File: config.mk
export PLATFORM = sky130hd
export DESIGN_NAME = detector_seq_ctrl_flat
export DESIGN_NICKNAME = d
export VERILOG_FILES = /design/src/rtl/detector_seq_ctrl_if.sv /design/src/rtl/detector_seq_ctrl.sv /design/src/flat_wrapper.sv
export SDC_FILE = /design/constraint.sdc
export NUM_CORES = 1
export LEC_CHECK = 0
export CORE_MARGIN = 2
export CORE_UTILIZATION = 53
export CTS_BUF_LIST = sky130_fd_sc_hd__clkbuf_4
export DETAILED_ROUTE_END_ITERATION = 8
export MAX_ROUTING_LAYER = met4
export PLACE_DENSITY = 0.85
export SKIP_LAST_GASP = 1
export SYNTH_ARGS = -nofsm -noshare
export SYNTH_HDL_FRONTEND = slang
export SYNTH_SLANG_ARGS = --single-unit
File: constraint.sdc
create_clock -name clk -period 3 [get_ports clk]
set_input_delay 0.45 -clock clk [delete_from_list [all_inputs] [get_ports clk]]
set_output_delay 0.45 -clock clk [all_outputs]
set_load 0.005 [all_outputs]
File: src/rtl/detector_seq_ctrl_if.sv
// detector_seq_ctrl_if: CPU slave bus, source MM master port, ST monitor taps and irq
interface detector_seq_ctrl_if;
  logic [1:0]  s_address;
  logic        s_write;
  logic [31:0] s_writedata;
  logic        s_read;
  logic [31:0] s_readdata;
  logic        m_address;
  logic        m_write;
  logic [31:0] m_writedata;
  logic        st_valid;
  logic        st_endofpacket;
  logic        irq;
  modport slave (
    input  s_address, s_write, s_writedata, s_read, st_valid, st_endofpacket,
    output s_readdata, m_address, m_write, m_writedata, irq
  );
  modport master (
    output s_address, s_write, s_writedata, s_read, st_valid, st_endofpacket,
    input  s_readdata, m_address, m_write, m_writedata, irq
  );
endinterface

File: src/rtl/detector_seq_ctrl.sv
// detector_seq_ctrl: runs background then image frame phases on the test-pattern source
module detector_seq_ctrl #(
  parameter int CNT_WIDTH = 16
) (
  input logic clk,
  input logic rst_n,
  detector_seq_ctrl_if.slave bus
);
  typedef enum logic [2:0] {IDLE, WR_BG, WR_GO, RUN_BG, WR_IMG, RUN_IMG, WR_STOP} state_t;
  state_t state, state_nxt;
  logic loop, irq_en, done, aborted, via_abort;
  logic [CNT_WIDTH-1:0] bg_frames, img_frames, act_bg, act_img, frame_cnt, cnt_inc;
  logic [31:0] background;
  logic ctrl_wr, cnt_wr, bgv_wr, sts_wr, start, abort, ev, hit, wr_nxt;
  assign ctrl_wr = bus.s_write && bus.s_address == 2'd0;
  assign cnt_wr  = bus.s_write && bus.s_address == 2'd1;
  assign bgv_wr  = bus.s_write && bus.s_address == 2'd2;
  assign sts_wr  = bus.s_write && bus.s_address == 2'd3;
  assign start   = ctrl_wr && bus.s_writedata[0] && !bus.s_writedata[1] && state == IDLE;
  assign abort   = ctrl_wr && bus.s_writedata[1] && state != IDLE && state != WR_STOP;
  assign ev      = bus.st_valid && bus.st_endofpacket && (state == RUN_BG || state == RUN_IMG);
  assign cnt_inc = frame_cnt + 1'b1;
  assign hit     = ev && cnt_inc == (state == RUN_BG ? act_bg : act_img);
  assign bus.irq = done & irq_en;
  always_comb begin
    state_nxt = state;
    case (state)
      IDLE:    state_nxt = start ? WR_BG : IDLE;
      WR_BG:   state_nxt = WR_GO;
      WR_GO:   state_nxt = act_bg != '0 ? RUN_BG : act_img != '0 ? RUN_IMG : WR_STOP;
      RUN_BG:  state_nxt = !hit ? RUN_BG : act_img != '0 ? WR_IMG : loop ? WR_BG : WR_STOP;
      WR_IMG:  state_nxt = RUN_IMG;
      RUN_IMG: state_nxt = !hit ? RUN_IMG : loop ? WR_BG : WR_STOP;
      WR_STOP: state_nxt = IDLE;
      default: state_nxt = IDLE;
    endcase
    if (abort) state_nxt = WR_STOP;
    wr_nxt = state_nxt inside {WR_BG, WR_GO, WR_IMG, WR_STOP};
  end
  always_ff @(posedge clk or negedge rst_n) begin
    if (!rst_n) begin
      state <= IDLE;
      {loop, irq_en, done, aborted, via_abort} <= '0;
      {bg_frames, img_frames, act_bg, act_img, frame_cnt} <= '0;
      background <= '0;
      bus.m_write <= 1'b0;
      bus.m_address <= 1'b0;
      bus.m_writedata <= '0;
      bus.s_readdata <= '0;
    end else begin
      state <= state_nxt;
      bus.m_write <= wr_nxt;
      if (wr_nxt) begin
        bus.m_address <= state_nxt == WR_BG;
        bus.m_writedata <= state_nxt == WR_BG ? background :
                           state_nxt == WR_GO ? (act_bg != '0 ? 32'h3 : 32'h1) :
                           state_nxt == WR_IMG ? 32'h1 : 32'h0;
      end
      // Programmed counts only become active at the start of a run or loop pass
      if (state_nxt == WR_BG) begin
        act_bg <= bg_frames;
        act_img <= img_frames;
      end
      if (ctrl_wr) begin
        loop <= bus.s_writedata[2];
        irq_en <= bus.s_writedata[3];
      end
      if (cnt_wr) begin
        bg_frames <= bus.s_writedata[CNT_WIDTH-1:0];
        img_frames <= bus.s_writedata[16+:CNT_WIDTH];
      end
      if (bgv_wr) background <= bus.s_writedata;
      if (sts_wr && bus.s_writedata[1]) done <= 1'b0;
      if (sts_wr && bus.s_writedata[2]) aborted <= 1'b0;
      if (ev) frame_cnt <= hit ? '0 : cnt_inc;
      if (start) begin
        done <= 1'b0;
        frame_cnt <= '0;
      end
      if (abort) via_abort <= 1'b1;
      if (state == WR_STOP) begin
        via_abort <= 1'b0;
        if (via_abort) aborted <= 1'b1;
        else done <= 1'b1;
      end
      bus.s_readdata <= !bus.s_read ? 32'd0 :
                        bus.s_address == 2'd0 ? {28'd0, irq_en, loop, 2'b00} :
                        bus.s_address == 2'd1 ? (32'(img_frames) << 16) | 32'(bg_frames) :
                        bus.s_address == 2'd2 ? background :
                        {16'(frame_cnt), 9'd0, state, 1'b0, aborted, done, state != IDLE};
    end
  end
endmodule
File: src/flat_wrapper.sv
// flat-port wrapper written by rule: the top's interface ports become plain ports
module detector_seq_ctrl_flat 
#(
  parameter int CNT_WIDTH = 16
)
  (clk, rst_n, bus_s_address, bus_s_write, bus_s_writedata, bus_s_read, bus_st_valid, bus_st_endofpacket, bus_s_readdata, bus_m_address, bus_m_write, bus_m_writedata, bus_irq);
  detector_seq_ctrl_if bus_i ();
  input logic clk;
  input logic rst_n;
  input wire logic [$bits(bus_i.s_address)-1:0] bus_s_address;
  input wire logic [$bits(bus_i.s_write)-1:0] bus_s_write;
  input wire logic [$bits(bus_i.s_writedata)-1:0] bus_s_writedata;
  input wire logic [$bits(bus_i.s_read)-1:0] bus_s_read;
  input wire logic [$bits(bus_i.st_valid)-1:0] bus_st_valid;
  input wire logic [$bits(bus_i.st_endofpacket)-1:0] bus_st_endofpacket;
  output wire logic [$bits(bus_i.s_readdata)-1:0] bus_s_readdata;
  output wire logic [$bits(bus_i.m_address)-1:0] bus_m_address;
  output wire logic [$bits(bus_i.m_write)-1:0] bus_m_write;
  output wire logic [$bits(bus_i.m_writedata)-1:0] bus_m_writedata;
  output wire logic [$bits(bus_i.irq)-1:0] bus_irq;
  assign bus_i.s_address = bus_s_address;
  assign bus_i.s_write = bus_s_write;
  assign bus_i.s_writedata = bus_s_writedata;
  assign bus_i.s_read = bus_s_read;
  assign bus_i.st_valid = bus_st_valid;
  assign bus_i.st_endofpacket = bus_st_endofpacket;
  assign bus_s_readdata = bus_i.s_readdata;
  assign bus_m_address = bus_i.m_address;
  assign bus_m_write = bus_i.m_write;
  assign bus_m_writedata = bus_i.m_writedata;
  assign bus_irq = bus_i.irq;
  detector_seq_ctrl #(.CNT_WIDTH(CNT_WIDTH)) u_core (.clk(clk), .rst_n(rst_n), .bus(bus_i));
endmodule
==> flow_results.org, run 1 <==
** Synthesis
- In this run, distinct cell masters in the synthesized netlist total 57.
- For this run, the leading register cell type out of synthesis is sky130_fd_sc_hd__dfrtp_1.
- For this run, the register share of the synthesized area comes to 51.4%.
- Avg Synthesized Cell Area :: 11.9 um2
- Instance count of the mapped netlist :: 763
- Total of flip-flops plus latches after synthesis :: 186
- The synthesized design contains 0 enable-type register cells.
- Synthesized netlist net count :: 804
- Async SR Flop Fraction :: 100%
- Cell area after synthesis :: 9050 um2
- Number of synthesis warnings :: 0

** STA
- Remaining max-slew budget at the tightest pin :: 41.0%
- On the final layout, the worst clock skew is 23.6 ps.
- Final period demand of the worst path :: 3140 ps
- Final worst-path cycle share :: 105%
- The count of final hold-check violations was 0.
- Actual slew at the worst max-slew pin :: between 800 and 900 ps
- Worst Slack Setup Final :: -142 ps
- The final number of max-transition violations was 0.
- For this run, the top clock speed supported by timing is 0.318 GHz.
- Setup violations remaining at the end of the flow were counted as 65.
- Unrepaired setup endpoints after global routing :: true
- In the final timing run, aggregate negative setup slack is -5670 ps.

** Detailed routing
- Total vias in the final route :: about 7k
- Before antenna repair, the detailed router went through 6 iterations.
- Antenna viol nets, final :: 0
- Mean routed wirelength per cell :: 22.2 um
- The routed design has roughly 26 mm of wire.
- In this run, the number of DRC markers left after iteration 0 of detailed routing was 849.
- DRC Markers :: 0
- Vias per Instance :: roughly 6

** GRT
- Antenna violations before repair :: 1
- The number of global-route vias before repair was 6905.
- After global routing the overflow that remains totals 0.
- Overall track demand over capacity in global routing :: 28.5%
- Entering global routing, the biggest net connects 57 pins.
- The first global-routing pass estimated between 30 and 40 mm of wire.

** Floorplan
- Pin placement for this block handled 107 I/O pins.
- The floorplan has 47 rows.
- In this run the standard cell core region covers roughly 17000 um2.
- The floorplan step set the die height to 135 um.
- The die is 135 um wide.
- Once the floorplan was initialized, standard cells occupied 54.4% of the core.
- Die footprint :: 18100 um2

** Clock network
- TritonCTS built the clock tree.
- Maximum count of clock buffers along a single path :: 2
- Clock tree synthesis found a total of 186 sinks.
- Clock-pin slew was measured on the worst setup and hold paths at 160 ps.
- The H-tree was split into 4 levels.
- Clock latency at the later pin of the worst-skew pair :: 620 ps
- The tree is rooted in a sky130_fd_sc_hd__clkbuf_4.
- Number of buffers inserted during clock tree synthesis :: 17

** Final layout
- Post-Route Utilization :: around 69%
- Commonest non-fill, non-tap cell in the layout :: sky130_fd_sc_hd__dfrtp_1
- The multi-input combinational cells in the finished layout cover a total of approximately 4300 um2.
- Share of cells above drive strength 1 :: about 29%
- Most frequent cells in the layout :: sky130_fd_sc_hd__dfrtp_1, sky130_fd_sc_hd__clkdlybuf4s50_1, sky130_fd_sc_hd__mux2_2, sky130_fd_sc_hd__buf_4, sky130_fd_sc_hd__nand2_1
- The sequential cells in the finished layout cover a total of roughly 4700 um2.
- After the last flow step, the layout net total stands at 962.
- Compared with the post-synthesis result, the final layout area differs by 26.6%.
- Layout filler cell count :: 1141
- Total non-filler cell area in the finished layout :: between 10000 and 15000 um2

** Place
- Final Wtd Congestion :: 0.929
- The wire-length estimate of the detail-placed layout is between 15 and 20 mm.
- Prior to clock tree synthesis, the placed netlist has a worst setup slack of -181 ps.
- Cell area after placement :: 10700 um2
- Buffers on Ports :: 106

** Setup path
- On the worst path, the slowest cell contributes a delay of 480 ps.
- In this run the critical register-to-register path is captured at u_core.act_bg[11].
- The worst setup path is launched from a flop.
- The worst setup path is of the reg -> reg kind.
- In this run the worst path has a maximum fanout of 7.
- CP top delay family :: simple AND/OR/NAND/NOR gates
- Cell at the slowest stage of the critical path :: sky130_fd_sc_hd__dfrtp_2
- Origin of the critical flop-to-flop path :: u_core.state[2]
- Setup slack on the worst reg-to-reg path comes out at -140 ps.
- Reg2reg path depth :: 12
- Counting both buffers and inverters, the worst setup path holds a total of 2.
- STA puts the critical path data arrival time at 3650 ps.
- The critical path goes through nand3b_4 > buf_4 > mux2i_1 > xnor2_1 > xnor2_1 > a211oi_1 > and3_4 > a31oi_4 > a31oi_4 > and3_4 > clkbuf_16 > mux2_4.
- The worst setup path is captured at a flop.
- Required time at the worst-slack endpoint :: about 3500 ps

** Outcome
- Failing checks :: negative setup slack
- The run finished, with violations left.

** Power
- Lkg Pwr :: about 5.0 nW
- Power spread over the standard cell area amounts to ~850 nW/um2.
- Worst voltage drop across the vdd grid :: about 360 uV

** Min path
- In this run the worst hold path is classified as in -> async.

** Job
- Max-cap violations :: 0
## cell families (layout without fill, tap and decap cells)
| logic type | Yosys count | in the layout | share of synthesized area [%] |
|---|---|---|---|
| other | 0 | 1 | 0 |
| AO/OA/AOI/OAI | 157 | 157 | 12.2 |
| flip-flops | 186 | 186 | 51.4 |
| AND/OR/NAND/NOR | 191 | 193 | 11.7 |
| buffers and inverters | 62 | 230 | 3.55 |
| adder cells (fa/ha/maj) | 2 | 2 | 0.249 |
| XOR/XNOR | 28 | 28 | 2.71 |
| multiplexers | 137 | 137 | 18.2 |
## timing repair
| action | CTS | global route |
|---|---|---|
| hold endpoints to repair | 52 | 0 |
| hold buffers | 1 | 0 |
| pin swaps | 2 | 36 |
| gates resized for setup | 19 | 22 |
| cloned | 1 | 7 |
| setup endpoints to repair | 66 | 78 |
| setup buffers | 3 | 5 |
## stage by stage
stage	instances	power (mW)	hold WS (ps)
floorplan	763	6.10	154
global placement	1105	7.49	463
detailed placement	1105	7.63	469
CTS	1141	9.33	368
global route	1154	10.1	408
finish	1154	9.72	377
## how the worst max path moves through the flow
stage                   startpoint                        end  slack, ps  cells after the start
6_report           u_core.state[2]          u_core.act_bg[11]       -140                     12
5_1_grt            u_core.state[2]         u_core.act_img[13]       -250                     12
4_1_cts        u_core.frame_cnt[1]           u_core.act_bg[5]        -10                     15
3_5_place_dp          bus_st_valid  u_core.bus.m_writedata[9]       -180                     10
3_3_place_gp       u_core.state[2]       u_core.bus.m_address       -110                     12
2_1_floorplan      u_core.state[2]           u_core.act_bg[0]       -150                     13
## where the power goes
part,switching [mW],internal [mW]
clock network,0.915,0.674
registers,0.771,3.19
logic,1.85,2.32
total,3.54,6.18
## state kept, by name, indices dropped and copies added (netlist names), 16 cells and up
register                flops
u_core.bg_frames           16
u_core.frame_cnt           16
u_core.act_bg              16
u_core.bus.m_writedata     32
u_core.img_frames          16
u_core.bus.s_readdata      32
u_core.background          32
u_core.act_img             16
## routing by layer
metal | global-route usage [%] | wire (um) | part of all wire (%) | vias to the layer above
met1 | 39.6 | 11000 | 43 | 3569
li1 | - | - | - | 3095
met2 | 43.4 | 12400 | 48 | 356
met4 | 10.1 | 658 | 2.6 | 0
met3 | 4.17 | 1600 | 6.3 | 77
met5 | - | 0 | 0 | -
## final cells by class
type                            count  share of cell area (%)
Multi-Input combinational cell    517                    37.1
Sequential cell                   186                    40.6
Clock inverter                     13                    1.67
Clock buffer                       18                    1.18
Timing Repair Buffer              195                    16.9
Antenna cell                        1                  0.0218
Tap cell                          220                    2.40
Inverter                            4                   0.131
## worst reg2reg max path: cells and delay by family, from the launching register on
family | cells | cell delay (ps)
AO/OA/AOI/OAI | 3 | 490
multiplexers | 2 | 560
flip-flops | 1 | 480
buffers and inverters | 2 | 370
AND/OR/NAND/NOR | 3 | 840
XOR/XNOR | 2 | 310
## cell usage after synthesis (10+ instances only)
master                     count  area, um2
sky130_fd_sc_hd__dfrtp_1     186       4650
sky130_fd_sc_hd__mux2_2       87        980
sky130_fd_sc_hd__nand2_1      55        206
sky130_fd_sc_hd__a21oi_1      41        205
sky130_fd_sc_hd__and2_1       36        225
sky130_fd_sc_hd__nor2b_1      35        219
sky130_fd_sc_hd__clkbuf_1     33        124
sky130_fd_sc_hd__a221o_1      31        310
sky130_fd_sc_hd__a22oi_1      30        225
sky130_fd_sc_hd__mux2_4       30        450
sky130_fd_sc_hd__o21ai_0      28        140
sky130_fd_sc_hd__xnor2_1      19        166
sky130_fd_sc_hd__mux2i_1      17        170
sky130_fd_sc_hd__nor2_1       14       52.6
sky130_fd_sc_hd__buf_6        10        113
Power figures use the tool's default switching activity.
==> run 2, diff against run 1 <==
PLACE_DENSITY = default   (was 0.85)
PLACE_DENSITY_LB_ADDON = 0.2   (was default)
==> flow_results.org, run 2 (synthesis results as in run 1) <==
** Setup path
- STA classifies the critical path startpoint as a flop.
- Type of the worst setup path :: reg -> reg
- The biggest fanout along the worst timing path came to 15 (+8).
- Cell at the slowest stage of the critical path :: sky130_fd_sc_hd__dfrtp_2
- The required time of the worst setup path came to 3470 ps (-40 ps).
- The delay of the slowest cell on the worst path was 470 ps (about the same).
- Worst Setup End Kind :: flop
- Setup crit start :: u_core.state[1]
- Capturing point of the worst reg2reg path :: u_core.act_img[15]
- The worst register-to-register path begins at u_core.state[1].
- The number of cell instances on the worst register-to-register path is 12 (unchanged).
- The minimum setup slack among reg-to-reg paths is -70 ps (+80 ps).
- List of cells traversed by the critical path :: nand3b_4 > buf_12 > mux2i_1 > xor2_1 > xnor2_1 > nor4_2 > and3_4 > a31oi_4 > a31oi_4 > and3_2 > buf_12 > mux2_4
- The signal arrival time at the worst endpoint came to 3530 ps (-120 ps).

** Floorplan
- The overall die area is 18100 um2 (unchanged).
- The die span in y was 135 um (unchanged).
- Std-Cell Rows :: 47 (unchanged)
- Effective utilization at floorplan :: 54.4% (unchanged)
- Area of the core region :: 16600 um2 (unchanged)
- Width of the die :: 135 um (unchanged)
- Ports placed on the boundary :: 107 (unchanged)

** Clock network
- Clock latency at the later pin of the worst-skew pair :: 600 ps (-20 ps)
- The sink count of the clock tree was 186 (unchanged).
- Number of buffers inserted during clock tree synthesis :: 17 (unchanged)
- The maximum clock insertion buffer count came to 2 (unchanged).
- The count of H-tree levels built during CTS came to 4 (unchanged).
- TritonCTS clock tree :: done
- Clk root buf :: sky130_fd_sc_hd__clkbuf_4
- CTS clock-pin slew for the worst setup and hold paths :: 150 ps (about the same)

** STA
- Actual slew at the worst max-slew pin :: 1320 ps (+437 ps)
- Final worst-path cycle share :: 102% (-2.6 points)
- Worst Slack Setup Final :: -65.6 ps (+76.5 ps)
- The number of failing setup endpoints in the final timing report is 53 (-18%).
- Unrepaired setup endpoints after global routing :: true
- Final period demand of the worst path :: 3070 ps (-76.5 ps)
- Count of final hold-check violations :: 0 (unchanged)
- The worst slew margin relative to its limit was 11.7% (-29 points).
- The maximum clock skew at final layout is 35.9 ps (+12.3 ps).
- Number of max-slew violations in the final report :: 0 (unchanged)
- Fmax achieved :: 0.326 GHz (+2.5%)

** Final layout
- The largest registers in the layout are u_core.background x32, u_core.bus.m_writedata x32, u_core.bus.s_readdata x32.
- Compared with the post-synthesis result, the final layout area differs by 26.1%.
- In the layout the commonest cells are sky130_fd_sc_hd__dfrtp_1, sky130_fd_sc_hd__clkdlybuf4s50_1, sky130_fd_sc_hd__mux2_2, sky130_fd_sc_hd__buf_4, sky130_fd_sc_hd__nand2_1.
- Commonest non-fill, non-tap cell in the layout :: sky130_fd_sc_hd__dfrtp_1
- Fin nets :: 955 (-0.73%)
- Area occupied by multi-input gates :: 4260 um2 (+0.12%)
- The final core utilization is 68.6% (-0.26 points).
- The sequential cell area is 4660 um2 (about the same).
- The final instance count without filler cells was 1148 (-0.52%).
- Layout filler cell count :: 1179 (+3.3%)
- The area of all placed cells without fillers is 11400 um2 (-0.38%).
- Share of cells above drive strength 1 :: 28.9% (-0.35 points)

** Detailed routing
- The detailed router's first-iteration violation count is 524 (-38%).
- Total vias in the final route :: 6949 (-2.1%)
- The count of antenna-violating nets left after detailed routing came to 0 (unchanged).
- The first-pass detailed-route iteration total came to 6 (unchanged).
- Aggregate routed wire length :: 24.6 mm (-4.0%)
- Vias per Instance :: 6.05 (-1.6%)
- DRC Markers :: 0 (unchanged)
- The routed length per instance came to 21.4 um (-3.5%).

** Place
- The placer's final routability congestion estimate is 0.924 (-0.50%).
- The count of input and output buffers was 106 (unchanged).
- Cell area after placement :: 10700 um2 (about the same)
- The number of placed cells counting well taps came to 1102 (-0.27%).
- Detailed placer's ending HPWL :: 16.6 mm (-0.37%)

** GRT
- Wire length of the first global-routing pass :: 38.6 mm (about the same)
- The number of global-route vias before repair came to 7090 (+2.7%).
- Maximum number of pins on one net before global-route repair :: 70 (+23%)
- Antenna violations before repair :: 1 (unchanged)
- The total global routing overflow is 0 (unchanged).
- Overall track demand over capacity in global routing :: 28.4% (-0.18 points)

** Job
- The number of maximum-capacitance constraint violations was 0 (unchanged).

** Outcome
- The checks that failed: negative setup slack.
- The flow ran to the end, but the final reports show violations.

** Power
- The total power divided by cell area came to 830 nW/um2 (-2.2%).
- The static leakage power was 4.98 nW (+0.15%).
- The largest voltage drop on the vdd net is 528 uV (+46%).

** Min path
- Worst hold path type :: in -> async
-- run 2: cell types whose count changed in the layout (fill, tap and decap cells not counted), moves of 2 or more --
cell and delta:
sky130_fd_sc_hd__buf_4 -4, sky130_fd_sc_hd__inv_8 +2, sky130_fd_sc_hd__xnor2_1 -3, sky130_fd_sc_hd__buf_6 -2, sky130_fd_sc_hd__and3_4 -2, sky130_fd_sc_hd__xnor2_2 +2
-- run 2: repair_timing --
item,in CTS,in global routing
endpoints found under the setup margin,65,75
hold endpoints to repair,57,0
gates resized for setup,10,32
hold buffers,1,0
cloned,0,5
pin swaps,3,15
setup buffers,3,4
-- run 2: power by group --
group          switching (mW)  internal, mW
Sequential              0.708          3.19
Clock                   0.920         0.676
Combinational            1.75          2.23
-- run 2: area by class of cell --
type | count | share of cell area (%)
multi-input cells | 516 | 37.3
well taps | 220 | 2.41
clock inverters | 15 | 1.83
inverters | 4 | 0.132
clock buffers | 17 | 1.12
diodes | 1 | 0.0219
repair buffers | 189 | 16.4
flip-flops and latches | 186 | 40.8
-- run 2: routing by layer --
| layer | up-vias | part of all wire, % | track usage (%) |
|---|---|---|---|
| met5 | - | 0 | - |
| met4 | 0 | 1.8 | 8.83 |
| met3 | 36 | 5.2 | 6.12 |
| met2 | 216 | 48 | 42.6 |
| met1 | 3616 | 45 | 38.9 |
| li1 | 3081 | - | - |
-- run 2: through the flow --
step,worst slack (ps),power [mW],TNS (ps),hold WS [ps]
6_report,-65.6,9.47,-1560,371
5_1_grt,-163,9.97,-7920,368
4_1_cts,-18.9,9.20,-28.2,375
3_5_place_dp,-123,7.58,-5930,453
3_3_place_gp,-34.6,7.46,-804,451
2_1_floorplan,-151,6.10,-7480,154
-- run 2: worst max-delay path by stage --
| stage | endpoint | slack, ps |
|---|---|---|
| final | u_core.act_img[15] | -70 |
| after floorplan | u_core.act_bg[0] | -150 |
| after global placement | u_core.bus.m_writedata[22] | -30 |
| after detailed placement | u_core.bus.m_writedata[30] | -120 |
| after CTS | u_core.bus.m_address | -20 |
| after global routing | u_core.act_img[12] | -160 |
-- run 2: critical path, delay by kind of cell, from the launching register on --
kind	cells	cell delay (ps)
AO/OA/AOI/OAI	2	320
XOR/XNOR	2	310
buffers and inverters	2	330
flip-flops	1	470
multiplexers	2	540
AND/OR/NAND/NOR	4	990
==> run 3, diff against run 2 <==
--- a/config.mk
+++ b/config.mk
@@ -6,4 +6,5 @@
 export NUM_CORES = 1
 export LEC_CHECK = 0
+export CORE_ASPECT_RATIO = 0.75
 export CORE_MARGIN = 2
 export CORE_UTILIZATION = 53
==> constraint.sdc (replaced) <==
create_clock -name clk -period 3 [get_ports clk]
set_input_delay 0.45 -clock clk [delete_from_list [all_inputs] [get_ports clk]]
set_output_delay 0.45 -clock clk [all_outputs]
set_load 0.1 [all_outputs]
==> flow_results.org, run 3 (synthesis results as in run 1) <==
** STA
- Count of final hold-check violations :: 0 (unchanged)
- The number of failing setup endpoints in the final timing report is 66 (+25%).
- Worst hold margin :: 460 ps (+89.4 ps)
- Final worst-path cycle share :: 108% (+5.8 points)
- Actual slew at the worst max-slew pin :: 731 ps (-590 ps)
- Final sum of negative setup slack :: -13830 ps (-12270 ps)
- Setup repair after global routing could not meet its margin everywhere.
- Remaining max-slew budget at the tightest pin :: 51.3% (+40 points)
- Fmax achieved :: 0.309 GHz (-5.4%)
- Clock skew after layout :: 13.8 ps (-22.2 ps)
- The final setup slack of the worst path came to -240 ps (-175 ps).
- Final period demand of the worst path :: 3240 ps (+175 ps)
- The final number of max-transition violations came to 0 (unchanged).

** Floorplan
- Width of the die :: 155 um (+15%)
- The die span in y is 117 um (-13%).
- Ports placed on the boundary :: 107 (unchanged)
- Area of the core region :: 16800 um2 (+0.80%)
- The row count came to 41 (-13%).
- Effective utilization at floorplan :: 54.0% (-0.43 points)
- The overall die area is 18200 um2 (about the same).

** Final layout
- From synthesis to final layout, the design area changed by 25.7%.
- The sequential cell area was 4650 um2 (about the same).
- The final instance count without filler cells came to 1155 (+0.61%).
- Commonest non-fill, non-tap cell in the layout :: sky130_fd_sc_hd__dfrtp_1
- Fin nets :: 969 (+1.5%)
- The top cell types in the final layout, fill and taps aside, are sky130_fd_sc_hd__dfrtp_1, sky130_fd_sc_hd__buf_4, sky130_fd_sc_hd__mux2_2, sky130_fd_sc_hd__nand2_1, sky130_fd_sc_hd__a21oi_1.
- The fraction of final layout cells sized beyond drive strength 1 is 37.6% (+8.6 points).
- Largest registers :: u_core.background x32, u_core.bus.m_writedata x32, u_core.bus.s_readdata x32
- Post-Route Utilization :: 67.8% (-0.77 points)
- The filler cell count is 1233 (+4.6%).
- Total non-filler cell area in the finished layout :: 11400 um2 (-0.33%)
- Area occupied by multi-input gates :: 4330 um2 (+1.7%)
- Diode count :: 0 (-1)

** GRT
- Global-route congestion overflow total :: 0 (unchanged)
- The total routing resource utilization after global routing came to 30.0% (+1.6 points).
- Met1 routing resource usage after global routing :: 43.1% (+4.2 points)
- The wire length of the first global-routing pass came to 39.9 mm (+3.3%).
- The number of antenna violations at the first check in global routing is 0 (-1).
- Met2 routing resource usage after global routing :: 45.7% (+3.1 points)
- The pin count of the biggest net entering global routing came to 76 (+8.6%).
- In this run the most used layer during global routing was met2.
- Via count of the first global-routing pass :: 6990 (-1.4%)
- The met3 track utilization from global routing came to 5.04% (-1.1 points).

** Setup path
- Required time at the worst-slack endpoint :: 3470 ps (about the same)
- The biggest fanout along the worst timing path was 8 (-7).
- The critical path is of the reg -> reg type.
- Sort of element at the start of the critical path :: flop
- The signal arrival time at the worst endpoint was 3710 ps (+180 ps).
- The minimum setup slack among reg-to-reg paths is -240 ps (-170 ps).
- The worst setup path is captured at a flop.

** Place
- Post-Place Cells :: 1109 (+0.64%)
- The count of input and output buffers is 106 (unchanged).
- The pre-CTS setup slack is -321 ps (-198 ps).
- The placer's final routability congestion estimate is 0.894 (-3.2%).
- The post-DP HPWL came to 17.6 mm (+6.4%).
- The cell area after placement was 10600 um2 (-1.1%).

** Clock network
- Clk root buf :: sky130_fd_sc_hd__clkbuf_4
- Number of buffers inserted during clock tree synthesis :: 17 (unchanged)
- Clock latency at the later pin of the worst-skew pair :: 580 ps (-20 ps)
- The maximum clock insertion buffer count was 2 (unchanged).
- TritonCTS built the clock tree.
- The sink count of the clock tree is 186 (unchanged).
- The count of H-tree levels built during CTS is 4 (unchanged).
- CTS clock-pin slew for the worst setup and hold paths :: 150 ps (about the same)

** Detailed routing
- Total vias in the final route :: 6963 (+0.20%)
- Vias per Instance :: 6.03 (-0.41%)
- The post-route DRC violation count is 0 (unchanged).
- The detailed router's first-iteration violation count was 545 (+4.0%).
- The routed length per instance is 22.0 um (+2.7%).
- The count of antenna-violating nets left after detailed routing is 0 (unchanged).
- Aggregate routed wire length :: 25.4 mm (+3.3%)
- The first-pass detailed-route iteration total is 5 (-1).

** Job
- The number of maximum-capacitance constraint violations is 0 (unchanged).

** Power
- The overall power of the completed layout is 11.3 mW (+20%).
- Lkg Pwr :: 5.18 nW (+4.0%)
- Worst voltage drop across the vdd grid :: 704 uV (+33%)
- The total power divided by cell area came to 997 nW/um2 (+20%).

** Outcome
- Status :: complete, but fails checks
- Failing checks :: negative setup slack

** Min path
- Worst hold path type :: in -> async
==> run 3: path summary, 6_finish.rpt <==
path	endpoint	startpoint	cells after the start
min reg2reg	u_core.aborted	u_core.aborted	2
max in group asynchronous	u_core.bus.m_writedata[10]	rst_n	3
max reg2reg	u_core.act_img[6]	u_core.state[2]	12
max	u_core.act_img[6]	u_core.state[2]	12
min	u_core.frame_cnt[13]	rst_n	2
min in group clk	u_core.aborted	u_core.aborted	2
==> run 3: cell type report <==
class,instances,share of cell area [%]
sequential,186,40.9
timing repair buffer,203,16.0
clock buffer,19,1.25
inverter,4,0.132
clock inverter,12,1.30
multi-input combinational,516,38.0
tap,215,2.36
==> run 3: per-layer routing <==
layer  share of wire, %  routed length [um]
met3                5.8                1460
met2                 47               11800
met5                  0                   0
met1                 47               11900
met4               0.83                 211
==> run 3: repair_timing <==
| action | in CTS | in global routing |
|---|---|---|
| resized for setup | 40 | 17 |
| endpoints found under the hold margin | 73 | 0 |
| cloned | 4 | 1 |
| hold buffers | 1 | 0 |
| buffers inserted | 9 | 1 |
| pin swaps | 11 | 7 |
| endpoints found under the setup margin | 79 | 78 |
==> run 3: critical path, cell delays in order, from the launching register on <==
cell                      delay (ps)
sky130_fd_sc_hd__dfrtp_1         410
sky130_fd_sc_hd__buf_4           170
sky130_fd_sc_hd__and2b_1         220
sky130_fd_sc_hd__o21a_1          220
sky130_fd_sc_hd__and3_4          230
sky130_fd_sc_hd__nand2_1          60
sky130_fd_sc_hd__nor4_2          320
sky130_fd_sc_hd__and3_4          290
sky130_fd_sc_hd__a31oi_4         100
sky130_fd_sc_hd__a31oi_4         220
sky130_fd_sc_hd__and3_4          410
sky130_fd_sc_hd__buf_12          190
sky130_fd_sc_hd__mux2_4          300
==> run 3: power breakdown <==
group / switching (mW) / internal [mW]
Sequential: 0.705 / 3.19
Clock: 0.867 / 0.591
Combinational: 3.71 / 2.28
